## src/rtl/oak_const_arbiter.sv

```systemverilog
// Round-robin arbiter sharing the oak_foundation constant bank among N_REQ requesters.
// Each accepted request is answered on one registered, back-pressurable response channel.
module oak_const_arbiter #(
    parameter int unsigned N_REQ = 4,
    parameter int unsigned ID_W  = 2,
    parameter int unsigned CNT_W = 16
) (
    input  logic                 clk,
    input  logic                 rst_n,
    input  logic [63:0]          phi_i,
    input  logic [63:0]          pi_i,
    input  logic [63:0]          e_i,
    input  logic [63:0]          trinity_i,
    input  logic [31:0]          phoenix_id_i,
    input  logic [N_REQ-1:0]     req_valid,
    input  logic [3*N_REQ-1:0]   req_idx,
    output logic [N_REQ-1:0]     req_ready,
    output logic                 rsp_valid,
    input  logic                 rsp_ready,
    output logic [63:0]          rsp_data,
    output logic [ID_W-1:0]      rsp_id,
    output logic                 rsp_err,
    output logic [CNT_W-1:0]     served_cnt
);

    typedef enum logic {
        EMPTY = 1'b0,
        FULL  = 1'b1
    } state_t;

    state_t          state;
    state_t          state_nx;
    logic [ID_W-1:0] rr_ptr;
    logic [ID_W-1:0] winner;
    logic [ID_W-1:0] cand;
    logic            found;
    logic            accept_en;
    logic            accept;
    logic [2:0]      idx_arr [N_REQ];
    logic [2:0]      sel_idx;
    logic [63:0]     sel_data;
    logic            sel_err;

    assign rsp_valid = (state == FULL);
    assign accept_en = !rsp_valid || rsp_ready;
    assign accept    = accept_en && found;
    assign req_ready = accept ? (N_REQ'(1) << winner) : '0;

    // Rotating priority search starting at rr_ptr
    always_comb begin
        found  = 1'b0;
        winner = '0;
        cand   = '0;
        for (int unsigned i = 0; i < N_REQ; i++) begin
            cand = ID_W'((32'(rr_ptr) + i) % N_REQ);
            if (!found && req_valid[cand]) begin
                found  = 1'b1;
                winner = cand;
            end
        end
    end

    always_comb begin
        for (int unsigned k = 0; k < N_REQ; k++) begin
            idx_arr[k] = req_idx[3*k +: 3];
        end
    end

    assign sel_idx = idx_arr[winner];

    // Constant bank lookup; indices past the bank flag an error
    always_comb begin
        sel_data = 64'h0;
        sel_err  = 1'b0;
        case (sel_idx)
            3'd0:    sel_data = phi_i;
            3'd1:    sel_data = pi_i;
            3'd2:    sel_data = e_i;
            3'd3:    sel_data = trinity_i;
            3'd4:    sel_data = {32'h0, phoenix_id_i};
            default: sel_err  = 1'b1;
        endcase
    end

    always_ff @(posedge clk or negedge rst_n) begin
        if (!rst_n) begin
            state <= EMPTY;
        end else begin
            state <= state_nx;
        end
    end

    // A handshake with a simultaneous accept stays FULL with no bubble
    always_comb begin
        state_nx = state;
        case (state)
            EMPTY:   if (accept) state_nx = FULL;
            FULL:    if (!accept && rsp_ready) state_nx = EMPTY;
            default: state_nx = EMPTY;
        endcase
    end

    always_ff @(posedge clk or negedge rst_n) begin
        if (!rst_n) begin
            rsp_data <= 64'h0;
            rsp_id   <= '0;
            rsp_err  <= 1'b0;
            rr_ptr   <= '0;
        end else if (accept) begin
            rsp_data <= sel_data;
            rsp_id   <= winner;
            rsp_err  <= sel_err;
            rr_ptr   <= ID_W'((32'(winner) + 32'd1) % N_REQ);
        end
    end

    always_ff @(posedge clk or negedge rst_n) begin
        if (!rst_n) begin
            served_cnt <= '0;
        end else if (rsp_valid && rsp_ready) begin
            served_cnt <= served_cnt + CNT_W'(1);
        end
    end

endmodule
```

## config.mk

```make
export PLATFORM = sky130hd
export DESIGN_NAME = oak_const_arbiter
export DESIGN_NICKNAME = d
export VERILOG_FILES = /design/src/rtl/oak_const_arbiter.sv
export SDC_FILE = /design/constraint.sdc
export NUM_CORES = 1
export LEC_CHECK = 0
export ABC_AREA = 1
export BUFFER_PORTS_ARGS = -buffer_cell sky130_fd_sc_hd__clkbuf_2
export CAP_MARGIN = 10
export CORE_AREA = 2 2 154 156
export DETAILED_ROUTE_END_ITERATION = 10
export DIE_AREA = 0 0 156 158
export SKIP_LAST_GASP = 1
export SYNTH_ARGS = -nofsm -noshare
export SYNTH_HDL_FRONTEND = slang
export SYNTH_SLANG_ARGS = --single-unit
```

## constraint.sdc

```tcl
create_clock -name clk -period 2.9 [get_ports clk]
set_input_delay 0.145 -clock clk [delete_from_list [all_inputs] [get_ports clk]]
set_output_delay 0.145 -clock clk [all_outputs]
set_load 0.01 [all_outputs]
```

==> flow_summary.rst, run 1 <==
.. list-table::
   :header-rows: 1

   * - Metric
     - Value
   * - Crit. End Element
     - flip-flop
   * - Leakage component of the power
     - 0.005662 µW
   * - Tightest Pin Transition
     - 0.6948 ns
   * - Cell area after layout
     - 9153 µm²
   * - DP HPWL
     - 20930 µm
   * - Number of nets produced by synthesis
     - 1291
   * - Core area
     - 23050 µm²
   * - Residual overflow from global routing
     - 0
   * - Part of the Yosys area used for sequential elements
     - 33.67%
   * - Number of max-capacitance violations reported
     - 0
   * - Overall fraction of global-route tracks in use
     - 20.94%
   * - CTS Buffer Depth
     - 2
   * - Number of enable flip-flop cells after synthesis
     - 0
   * - Iteration-0 DRC Markers
     - 480
   * - Initial antenna violation count
     - 3
   * - Fraction of registers with async set or reset after synthesis
     - between 90% and 100%
   * - Clock edge transition at the registers on the reported setup and hold paths
     - 0.07 ns
   * - Data arrival time at the worst-slack endpoint
     - 2.93 ns
   * - Top-level I/O count
     - 395
   * - Depth of the CTS H-tree
     - 3
   * - Path category of the worst min-delay check
     - in2reg
   * - Routed Antenna Nets
     - 0
   * - Number of standard cells after synthesis
     - slightly below 1000
   * - Commonest cells after routing, fill and taps aside
     - clkbuf_2, nand2_1, inv_1
   * - PortBufs
     - between 300 and 400
   * - Nets@finish
     - roughly 1700
   * - Placed instance area
     - 8776 µm²
   * - Total number of placement rows
     - 56
   * - Master cell of the clock root buffer
     - clkbuf_16
   * - Run status
     - finished, final reports clean
   * - Routed wire length
     - 26890 µm
   * - Clock tree from TritonCTS
     - yes
   * - Largest voltage drop on the vdd net
     - 1.072 mV
   * - Avg Cell Area, Syn
     - 6.528 µm²
   * - Remaining max-slew budget at the tightest pin
     - a little over half
   * - Drc violations
     - 0
   * - Warning count from the yosys run
     - 0
   * - Number of synthesized register bits
     - 86
   * - Setup repair after global routing missed its margin
     - no
   * - Number of different library cells in the post-synthesis netlist
     - 29
   * - Final slew viol count
     - 0
   * - Routability-driven placement congestion ratio
     - 0.8924
   * - Type of element launching the critical path
     - flip-flop
   * - Critical setup path kind
     - reg2reg
   * - Setup-violating endpoint count in the final report
     - 0
   * - Maximum clock rate
     - 0.3714 GHz
   * - Total negative slack for setup checks
     - 0 ns
   * - Pin count of the biggest net entering global routing
     - 87
   * - Leading cell type in the layout, fill and taps excluded
     - clkbuf_2
   * - Mapped Area
     - 6391 µm²
   * - First-pass DRT Iterations
     - 5
   * - Vias in the first global route
     - 7246
   * - Data required, critical path
     - approximately 3.1 ns
   * - Share of post-route cells with drive strength above 1
     - 35.00%
   * - Total Die Area
     - 24650 µm²
   * - Antenna Diode Count
     - 0
   * - Clock sinks
     - 86
   * - Global-route wire length before repair
     - 39750 µm
   * - FILL cells
     - 2506
   * - Total number of vias
     - a little under 8000
   * - Number of clock buffers inserted by TritonCTS
     - 9
   * - Mean routed wirelength per cell
     - 16.27 µm
   * - Later-pin clock latency in the skew report
     - 0.35 ns
   * - Pwr per Cell Area
     - 1638 nW/µm²
   * - Die width
     - about 160 µm
   * - Hold Violations, Final
     - 0
   * - Starting Density
     - 27.72%
   * - Max Fanout on Critical Path
     - 32
   * - Primary FF master, synth
     - dfrtp_1
   * - Layout overhead on the synthesized area
     - 43.21%
   * - Hold-critical path depth
     - 5
   * - Worst-case reg-to-reg path depth
     - 20
   * - Period utilization
     - ~93%
   * - Die H
     - 158 µm
   * - Final setup skew
     - 0.01224 ns
   * - Vias/cell
     - ~4.8
   * - Minimum period implied by the final worst setup slack
     - approximately 2.7 ns
-- flip-flops by register name (all words and copies together) (netlist names) --
register,flops
rr_ptr,2
rsp_data,64
rsp_err,1
rsp_id,2
rsp_valid,1
served_cnt,16
-- worst max-delay path, stage by stage (launching register included) --
cell and delay, ns:
dfrtp_2 0.47, buf_4 0.16, nand2_1 0.05, nand2_1 0.08
nand2_1 0.08, nand2_2 0.06, nor2_4 0.15, nand3_1 0.08
nand3_1 0.12, nand2_4 0.10, buf_4 0.17, nand3_1 0.09
nand2_2 0.14, nand3_2 0.12, buf_12 0.19, nor2_1 0.06
a21oi_1 0.15, buf_4 0.15, nand2_1 0.05, nand2_1 0.05
nand2_1 0.06
-- per-layer routing --
metal | vias to the layer above | wire, µm | GRT usage (%)
met1 | 3588 | 11340 | 25.49
met5 | - | 44 | 0
met3 | 21 | 2093 | 5.420
met4 | 6 | 260 | 3.888
li1 | 3912 | - | -
met2 | 351 | 13160 | 37.57
-- kinds of logic after synthesis --
group	Yosys count	synth area share, %
simple gates	613	42.78
flops	86	33.67
compound gates	103	9.417
xor+xnor	14	1.919
fa+ha+maj	5	0.9789
buf+inv	158	11.24
-- final cells by class --
| cell class | instances | area [µm²] | area share [%] |
|---|---|---|---|
| Inverter | 98 | 375.4 | 4.101 |
| Clock buffer | 9 | 225.2 | 2.461 |
| Tap cell | 290 | 362.8 | 3.964 |
| Timing Repair Buffer | 429 | 2377 | 25.97 |
| Clock inverter | 6 | 95.09 | 1.039 |
| Multi-Input combinational cell | 735 | 3563 | 38.93 |
| Sequential cell | 86 | 2153 | 23.53 |
-- cells in the mapped netlist, types with 7 or more instances --
library cell	instances	area, µm²
nand4_1	91	569.3
nand2_1	369	1385
inv_1	93	349.1
buf_4	10	75.07
buf_6	7	78.83
clkbuf_1	15	56.30
nand2_2	7	43.79
o21bai_1	33	247.7
buf_2	23	115.1
a21oi_1	64	320.3
nand3_1	51	255.2
nor2_1	78	292.8
xnor2_1	8	70.07
dfrtp_1	86	2152
-- metrics by stage --
| stage | hold slack (ns) | util, % | setup slack [ns] | cells | total power (µW) |
|---|---|---|---|---|---|
| global placement | 0.2383 | 38.07 | 0.1545 | 1635 | 13600 |
| detailed placement | 0.2404 | 38.07 | 0.09035 | 1635 | 13740 |
| CTS | 0.06826 | 39.50 | 0.08532 | 1651 | 15090 |
| floorplan | -0.1506 | - | 0.5830 | 979 | 9895 |
| global route | 0.07958 | 39.70 | 0.001362 | 1653 | 16450 |
| finish | 0.09008 | 39.70 | 0.2075 | 1653 | 14990 |
-- where the power goes --
part           internal [µW]  switching (µW)
sequential              1700             289
combinational           4030            7690
clock                    759             529
total                   6490            8500
-- final timing paths --
check / start / endpoint / slack, ns
max: rr_ptr[0]$_DFFE_PN0P_ / rsp_data[52]$_DFFE_PN0P_ / 0.21
min: trinity_i[48] / rsp_data[48]$_DFFE_PN0P_ / 0.09
max reg2reg: rr_ptr[0]$_DFFE_PN0P_ / rsp_data[52]$_DFFE_PN0P_ / 0.21
min reg2reg: rsp_data[37]$_DFFE_PN0P_ / rsp_data[37]$_DFFE_PN0P_ / 0.48
max in group asynchronous: rst_n / rr_ptr[0]$_DFFE_PN0P_ / 2.09
min in group asynchronous: rst_n / rsp_data[17]$_DFFE_PN0P_ / 0.38
-- timing repair --
item                                   in CTS  in global routing
resized for setup                           0                 10
setup endpoints to repair                   0                 64
hold buffers                                1                  0
endpoints found under the hold margin      86                  0
buffers inserted                            0                  2
(Power assumes the default switching activity.)
==> run 2, diff against run 1 <==
Clock period 2.9 ns to 2.7 ns, I/O delays scaled along.
==> flow_summary.rst, run 2 (synthesis results as in run 1) <==
.. list-table::
   :header-rows: 1

   * - Metric
     - Value
   * - Run status
     - finished, final reports clean
   * - CTS Buffer Depth
     - 2 (unchanged)
   * - First-pass DRT Iterations
     - 5 (unchanged)
   * - Starting Density
     - 27.72% (unchanged)
   * - Residual overflow from global routing
     - 0 (unchanged)
   * - Drc violations
     - 0 (unchanged)
   * - Final slew viol count
     - 0 (unchanged)
   * - Commonest cells after routing, fill and taps aside
     - clkbuf_2, nand2_1, inv_1, nand4_1, dfrtp_1
   * - Reg-to-reg endpoint
     - rsp_data[48]$_DFFE_PN0P_
   * - Pin count of the biggest net entering global routing
     - 42 (-52%)
   * - Largest regs
     - rsp_data x64, served_cnt x16
   * - Crit. End Element
     - flip-flop
   * - Minimum period implied by the final worst setup slack
     - 2.620 ns (-0.07256 ns)
   * - Total number of placement rows
     - 56 (unchanged)
   * - Maximum clock rate
     - 0.3817 GHz (+2.8%)
   * - Routed wire length
     - 28650 µm (+6.6%)
   * - FF-to-FF Start
     - rr_ptr[0]$_DFFE_PN0P_
   * - Routed Antenna Nets
     - 0 (unchanged)
   * - Critical setup path kind
     - reg2reg
   * - Largest voltage drop on the vdd net
     - 1.611 mV (+50%)
   * - Max FFs per register
     - 64 (unchanged)
   * - Initial antenna violation count
     - 1 (-2)
   * - Total Die Area
     - 24650 µm² (unchanged)
   * - Setup repair after global routing missed its margin
     - yes
   * - Die H
     - 158 µm (unchanged)
   * - Setup-violating endpoint count in the final report
     - 0 (unchanged)
   * - Path category of the worst min-delay check
     - in2reg
   * - Clock edge transition at the registers on the reported setup and hold paths
     - 0.07 ns (about the same)
   * - Later-pin clock latency in the skew report
     - 0.34 ns (about the same)
   * - Global-route wire length before repair
     - 39550 µm (-0.50%)
   * - Iteration-0 DRC Markers
     - 569 (+19%)
   * - Hold-critical path depth
     - 2 (-3)
   * - Worst Setup Slack, final
     - 0.08008 ns (-0.1274 ns)
   * - Share of post-route cells with drive strength above 1
     - 39.03% (+4.0 points)
   * - PortBufs
     - 394 (unchanged)
   * - Worst-case reg-to-reg path depth
     - 19 (-5.0%)
   * - Setup slack of the most critical reg-to-reg path
     - 0.08 ns (-0.13 ns)
   * - Leakage component of the power
     - 0.005954 µW (+5.2%)
   * - Data required, critical path
     - 2.98 ns (-0.16 ns)
   * - Data arrival time at the worst-slack endpoint
     - 2.90 ns (-0.03 ns)
   * - Nets@finish
     - 1706 (+2.1%)
   * - Master cell of the clock root buffer
     - clkbuf_16
   * - Type of element launching the critical path
     - flip-flop
   * - Antenna Diode Count
     - 0 (unchanged)
   * - Top register by number of flip-flops
     - rsp_data
   * - Core area
     - 23050 µm² (unchanged)
   * - Remaining max-slew budget at the tightest pin
     - 53.11% (-0.57 points)
   * - Number of clock buffers inserted by TritonCTS
     - 9 (unchanged)
   * - Origin of the worst min-delay path
     - rsp_ready
   * - Overall fraction of global-route tracks in use
     - 20.70% (-0.24 points)
   * - Pre-CTS setup slack
     - -0.03703 ns (-0.1274 ns)
   * - Die width
     - 156 µm (unchanged)
   * - Vias in the first global route
     - 7482 (+3.3%)
   * - Period utilization
     - 97.03% (+4.2 points)
   * - Hold Violations, Final
     - 0 (unchanged)
   * - Routability-driven placement congestion ratio
     - 0.8577 (-3.9%)
   * - Pwr per Cell Area
     - 1921 nW/µm² (+17%)
   * - Overall power after layout
     - 18710 µW (+25%)
   * - Top-level I/O count
     - 395 (unchanged)
   * - Worst Hold Endpoint
     - rsp_valid$_DFF_PN0_
   * - Vias/cell
     - 4.766 (about the same)
   * - Number of max-capacitance violations reported
     - 0 (unchanged)
   * - Clock sinks
     - 86 (unchanged)
   * - Total number of vias
     - 8050 (+2.2%)
   * - Final setup skew
     - 0.005544 ns (-0.006697 ns)
   * - Leading cell type in the layout, fill and taps excluded
     - clkbuf_2
   * - DP HPWL
     - 21060 µm (+0.63%)
   * - Mean routed wirelength per cell
     - 16.97 µm (+4.3%)
   * - Tightest Pin Transition
     - 0.7034 ns (+0.008604 ns)
   * - Layout overhead on the synthesized area
     - 52.45%
   * - Clock tree from TritonCTS
     - yes
   * - Max Fanout on Critical Path
     - 9 (-72%)
   * - Depth of the CTS H-tree
     - 3 (unchanged)
-- run 2: worst max-delay path by stage --
| stage | endpoint | from | depth (start not counted) | slack [ns] |
|---|---|---|---|---|
| 3_5_place_dp | rsp_data[45]$_DFFE_PN0P_ | rr_ptr[0]$_DFFE_PN0P_ | 20 | -0.04 |
| 3_3_place_gp | rsp_data[55]$_DFFE_PN0P_ | rr_ptr[0]$_DFFE_PN0P_ | 21 | 0.02 |
| 2_1_floorplan | rsp_data[35]$_DFFE_PN0P_ | rr_ptr[0]$_DFFE_PN0P_ | 20 | 0.38 |
| 4_1_cts | rsp_data[31]$_DFFE_PN0P_ | rr_ptr[0]$_DFFE_PN0P_ | 16 | 0.01 |
| 6_report | rsp_data[48]$_DFFE_PN0P_ | rr_ptr[0]$_DFFE_PN0P_ | 19 | 0.08 |
| 5_1_grt | rsp_data[52]$_DFFE_PN0P_ | rr_ptr[0]$_DFFE_PN0P_ | 19 | -0.07 |
-- run 2: layout make-up --
class	count	area, µm²
fillers	2454	13310
multi-input cells	736	3735
repair buffers	463	2834
flip-flops and latches	86	2155
inverters	98	375.4
well taps	290	362.8
clock buffers	9	225.2
clock inverters	7	56.30
-- run 2: routing by layer --
layer / up-vias / GRT usage (%) / part of all wire, %
met1: 3649 / 24.36 / 41
met3: 42 / 4.544 / 7.6
met2: 361 / 37.10 / 48
met4: 2 / 7.383 / 2.6
li1: 3996 / - / -
met5: - / 0 / 0.038
-- run 2: critical path: stages (launching register included) --
cell and delay (ns):
dfrtp_2 0.48, buf_6 0.15, nand2_2 0.05, nand2_2 0.06, nand2_2 0.06, nand2_2 0.06
nor2_4 0.19, nand3_4 0.13, buf_6 0.16, nand4_1 0.08, nand3_1 0.11, nand2_2 0.14
buf_6 0.15, buf_4 0.13, nand3_4 0.18, nor2_1 0.14, a21oi_1 0.05, nand2_1 0.07
nand2_1 0.06, nand2_1 0.09
-- run 2: stage by stage --
step | instance area (µm²) | hold slack [ns] | TNS, ns | utilization, % | std cells
2_1_floorplan | 6391 | -0.1606 | 0 | - | 979
4_1_cts | 9269 | 0.04994 | 0 | 40.21 | 1670
3_5_place_dp | 8974 | 0.1850 | -0.2295 | 38.93 | 1653
6_report | 9743 | 0.07241 | 0 | 42.27 | 1689
3_3_place_gp | 8974 | 0.1911 | 0 | 38.93 | 1653
5_1_grt | 9743 | 0.06440 | -1.632 | 42.27 | 1689
-- run 2: repair_timing --
item	in CTS	in global routing
gates resized for setup	2	66
cloned	0	6
endpoints found under the hold margin	39	0
endpoints found under the setup margin	15	64
pin swaps	0	28
buffers inserted	0	14
hold buffers	1	0
-- run 2: where the power goes --
group	switching (µW)	total, µW	internal [µW]
registers	314	2140	1830
clock network	573	1210	634
logic	9330	15400	6040
==> run 3, diff against run 2 <==
Clock period 2.7 ns to 3.1 ns, I/O delays scaled along.
==> flow_summary.rst, run 3 (synthesis results as in run 1) <==
.. list-table::
   :header-rows: 1

   * - Metric
     - Value
   * - Drc violations
     - 0 (unchanged)
   * - Remaining max-slew budget at the tightest pin
     - 52.61% (-0.50 points)
   * - Number of clock buffers inserted by TritonCTS
     - 9 (unchanged)
   * - Pin count of the biggest net entering global routing
     - 105 (+150%)
   * - Die width
     - 156 µm (unchanged)
   * - Number of max-capacitance violations reported
     - 0 (unchanged)
   * - Data required, critical path
     - 3.38 ns (+0.40 ns)
   * - Data arrival time at the worst-slack endpoint
     - 3.17 ns (+0.27 ns)
   * - Depth of the CTS H-tree
     - 3 (unchanged)
   * - Overall fraction of global-route tracks in use
     - 20.88% (+0.18 points)
   * - Minimum period implied by the final worst setup slack
     - 2.892 ns (+0.2725 ns)
   * - Run status
     - finished, final reports clean
   * - CTS Buffer Depth
     - 2 (unchanged)
   * - Path category of the worst min-delay check
     - in2reg
   * - Top-level I/O count
     - 395 (unchanged)
   * - Clock edge transition at the registers on the reported setup and hold paths
     - 0.07 ns (about the same)
   * - Critical setup path kind
     - reg2reg
   * - Routability-driven placement congestion ratio
     - 0.8634 (+0.66%)
   * - Commonest cells after routing, fill and taps aside
     - clkbuf_2, nand2_1, inv_1
   * - PortBufs
     - 394 (unchanged)
   * - Setup-violating endpoint count in the final report
     - 0 (unchanged)
   * - Layout overhead on the synthesized area
     - 44.46%
   * - Mean routed wirelength per cell
     - 16.65 µm (-1.8%)
   * - Residual overflow from global routing
     - 0 (unchanged)
   * - Worst hold slack
     - 0.1002 ns (+0.02784 ns)
   * - Starting Density
     - 27.72% (unchanged)
   * - Total number of vias
     - 7804 (-3.1%)
   * - Crit path launch
     - rr_ptr[0]$_DFFE_PN0P_
   * - Crit. End Element
     - flip-flop
   * - Initial antenna violation count
     - 1 (unchanged)
   * - Vias in the first global route
     - 7266 (-2.9%)
   * - Iteration-0 DRC Markers
     - 526 (-7.6%)
   * - Post-route core utilization
     - 40.05% (-2.2 points)
   * - Pwr per Cell Area
     - 1581 nW/µm² (-18%)
   * - Routed wire length
     - 27640 µm (-3.5%)
   * - Clock sinks
     - 86 (unchanged)
   * - Top register by number of flip-flops
     - rsp_data
   * - Hold Violations, Final
     - 0 (unchanged)
   * - Total negative slack for setup checks
     - 0 ns (unchanged)
   * - DP HPWL
     - 20380 µm (-3.2%)
   * - Share of post-route cells with drive strength above 1
     - 35.18% (-3.8 points)
   * - Master cell of the clock root buffer
     - clkbuf_16
   * - Final slew viol count
     - 0 (unchanged)
   * - Finished Layout Cells
     - 1660 (-1.7%)
   * - Leading cell type in the layout, fill and taps excluded
     - clkbuf_2
   * - Inst Count DP
     - 1627 (-1.6%)
   * - Vias/cell
     - 4.701 (-1.4%)
   * - Routed Antenna Nets
     - 0 (unchanged)
   * - Largest voltage drop on the vdd net
     - 1.061 mV (-34%)
   * - Total Die Area
     - 24650 µm² (unchanged)
   * - Final setup skew
     - 0.01068 ns (+0.005132 ns)
   * - Largest regs
     - rsp_data x64, served_cnt x16
   * - FF-to-FF Start
     - rr_ptr[0]$_DFFE_PN0P_
   * - Leakage component of the power
     - 0.005700 µW (-4.3%)
   * - Type of element launching the critical path
     - flip-flop
   * - Clock tree from TritonCTS
     - yes
   * - Max Fanout on Critical Path
     - 16 (+7)
   * - First-pass DRT Iterations
     - 5 (unchanged)
   * - Maximum clock rate
     - 0.3457 GHz (-9.4%)
   * - Nets@finish
     - 1678 (-1.6%)
   * - Tightest Pin Transition
     - 0.7109 ns (+0.007501 ns)
   * - Die H
     - 158 µm (unchanged)
   * - Max FFs per register
     - 64 (unchanged)
   * - Total number of placement rows
     - 56 (unchanged)
   * - Later-pin clock latency in the skew report
     - 0.35 ns (about the same)
   * - Global-route wire length before repair
     - 39840 µm (+0.73%)
   * - Antenna Diode Count
     - 0 (unchanged)
   * - Origin of the worst min-delay path
     - phi_i[37]
   * - Period utilization
     - 93.30% (-3.7 points)
   * - Core area
     - 23050 µm² (unchanged)
-- run 3: cell types whose count changed in the layout (fill, tap and decap cells not counted), moves of 3 or more --
cell / before / now
a21oi_1: 60 / 64
buf_12: 16 / 8
nand3_2: 13 / 4
nand2_2: 16 / 6
nand3_1: 40 / 51
nand3_4: 7 / 4
nand2_1: 354 / 368
buf_4: 36 / 22
nor2_1: 75 / 78
a21oi_2: 4 / 0
nand2_4: 8 / 4
buf_6: 11 / 3
-- run 3: where the power goes --
part | total [µW] | switching [µW] | internal, µW
clock | 1120 | 496 | 627
combinational | 11600 | 7480 | 4140
sequential | 1860 | 267 | 1590
total | 14600 | 8240 | 6360
-- run 3: worst paths after layout --
check	to	slack, ns	cells past startpoint
max	rsp_data[13]$_DFFE_PN0P_	0.21	17
min	rsp_data[37]$_DFFE_PN0P_	0.10	5
max reg2reg	rsp_data[13]$_DFFE_PN0P_	0.21	17
min reg2reg	rsp_data[4]$_DFFE_PN0P_	0.48	2
max in group asynchronous	rr_ptr[0]$_DFFE_PN0P_	1.96	3
min in group asynchronous	rsp_data[24]$_DFFE_PN0P_	0.33	2
-- run 3: critical path: stages, from the launching register on --
cell,delay [ns]
dfrtp_2,0.47
clkbuf_2,0.18
nand2_1,0.08
nand2_1,0.07
nand2_1,0.08
inv_1,0.05
nor2_1,0.17
nand3_4,0.15
buf_4,0.18
nand4_1,0.08
nand3_1,0.11
nand2_2,0.10
nand2_2,0.21
nor2_4,0.54
nand2_1,0.11
nand2_1,0.09
o21bai_1,0.07
nand2_1,0.06
-- run 3: stage by stage --
step / power (µW) / cell area (µm²) / worst slack (ns)
2_1_floorplan: 9257 / 6391 / 0.7830
3_3_place_gp: 12170 / 8641 / -0.005922
3_5_place_dp: 12250 / 8641 / -0.06404
4_1_cts: 13480 / 8952 / -0.06408
5_1_grt: 16060 / 9233 / -0.006148
6_report: 14600 / 9233 / 0.2076
-- run 3: area by class of cell --
cell class,count,area (µm²)
fill,2502,13820
tap,290,362.8
sequential,86,2153
inverter,98,374.1
multi-input combinational,737,3587
timing repair buffer,434,2461
clock inverter,6,68.82
clock buffer,9,225.2
-- run 3: repair_timing --
action                                  CTS  global route
endpoints found under the setup margin   43            64
hold buffers                              1             0
pin swaps                                 0             6
gates cloned                              0             5
buffers inserted                          0            12
gates resized for setup                   2            18
endpoints found under the hold margin    32             0
-- run 3: routing by layer --
| metal | vias up | global-route usage [%] | part of all wire, % |
|---|---|---|---|
| li1 | 3935 | - | - |
| met1 | 3528 | 26.03 | 43 |
| met2 | 315 | 37.38 | 50 |
| met3 | 26 | 3.394 | 6.3 |
| met4 | 0 | 5.679 | 1.3 |
| met5 | - | 0 | 0 |
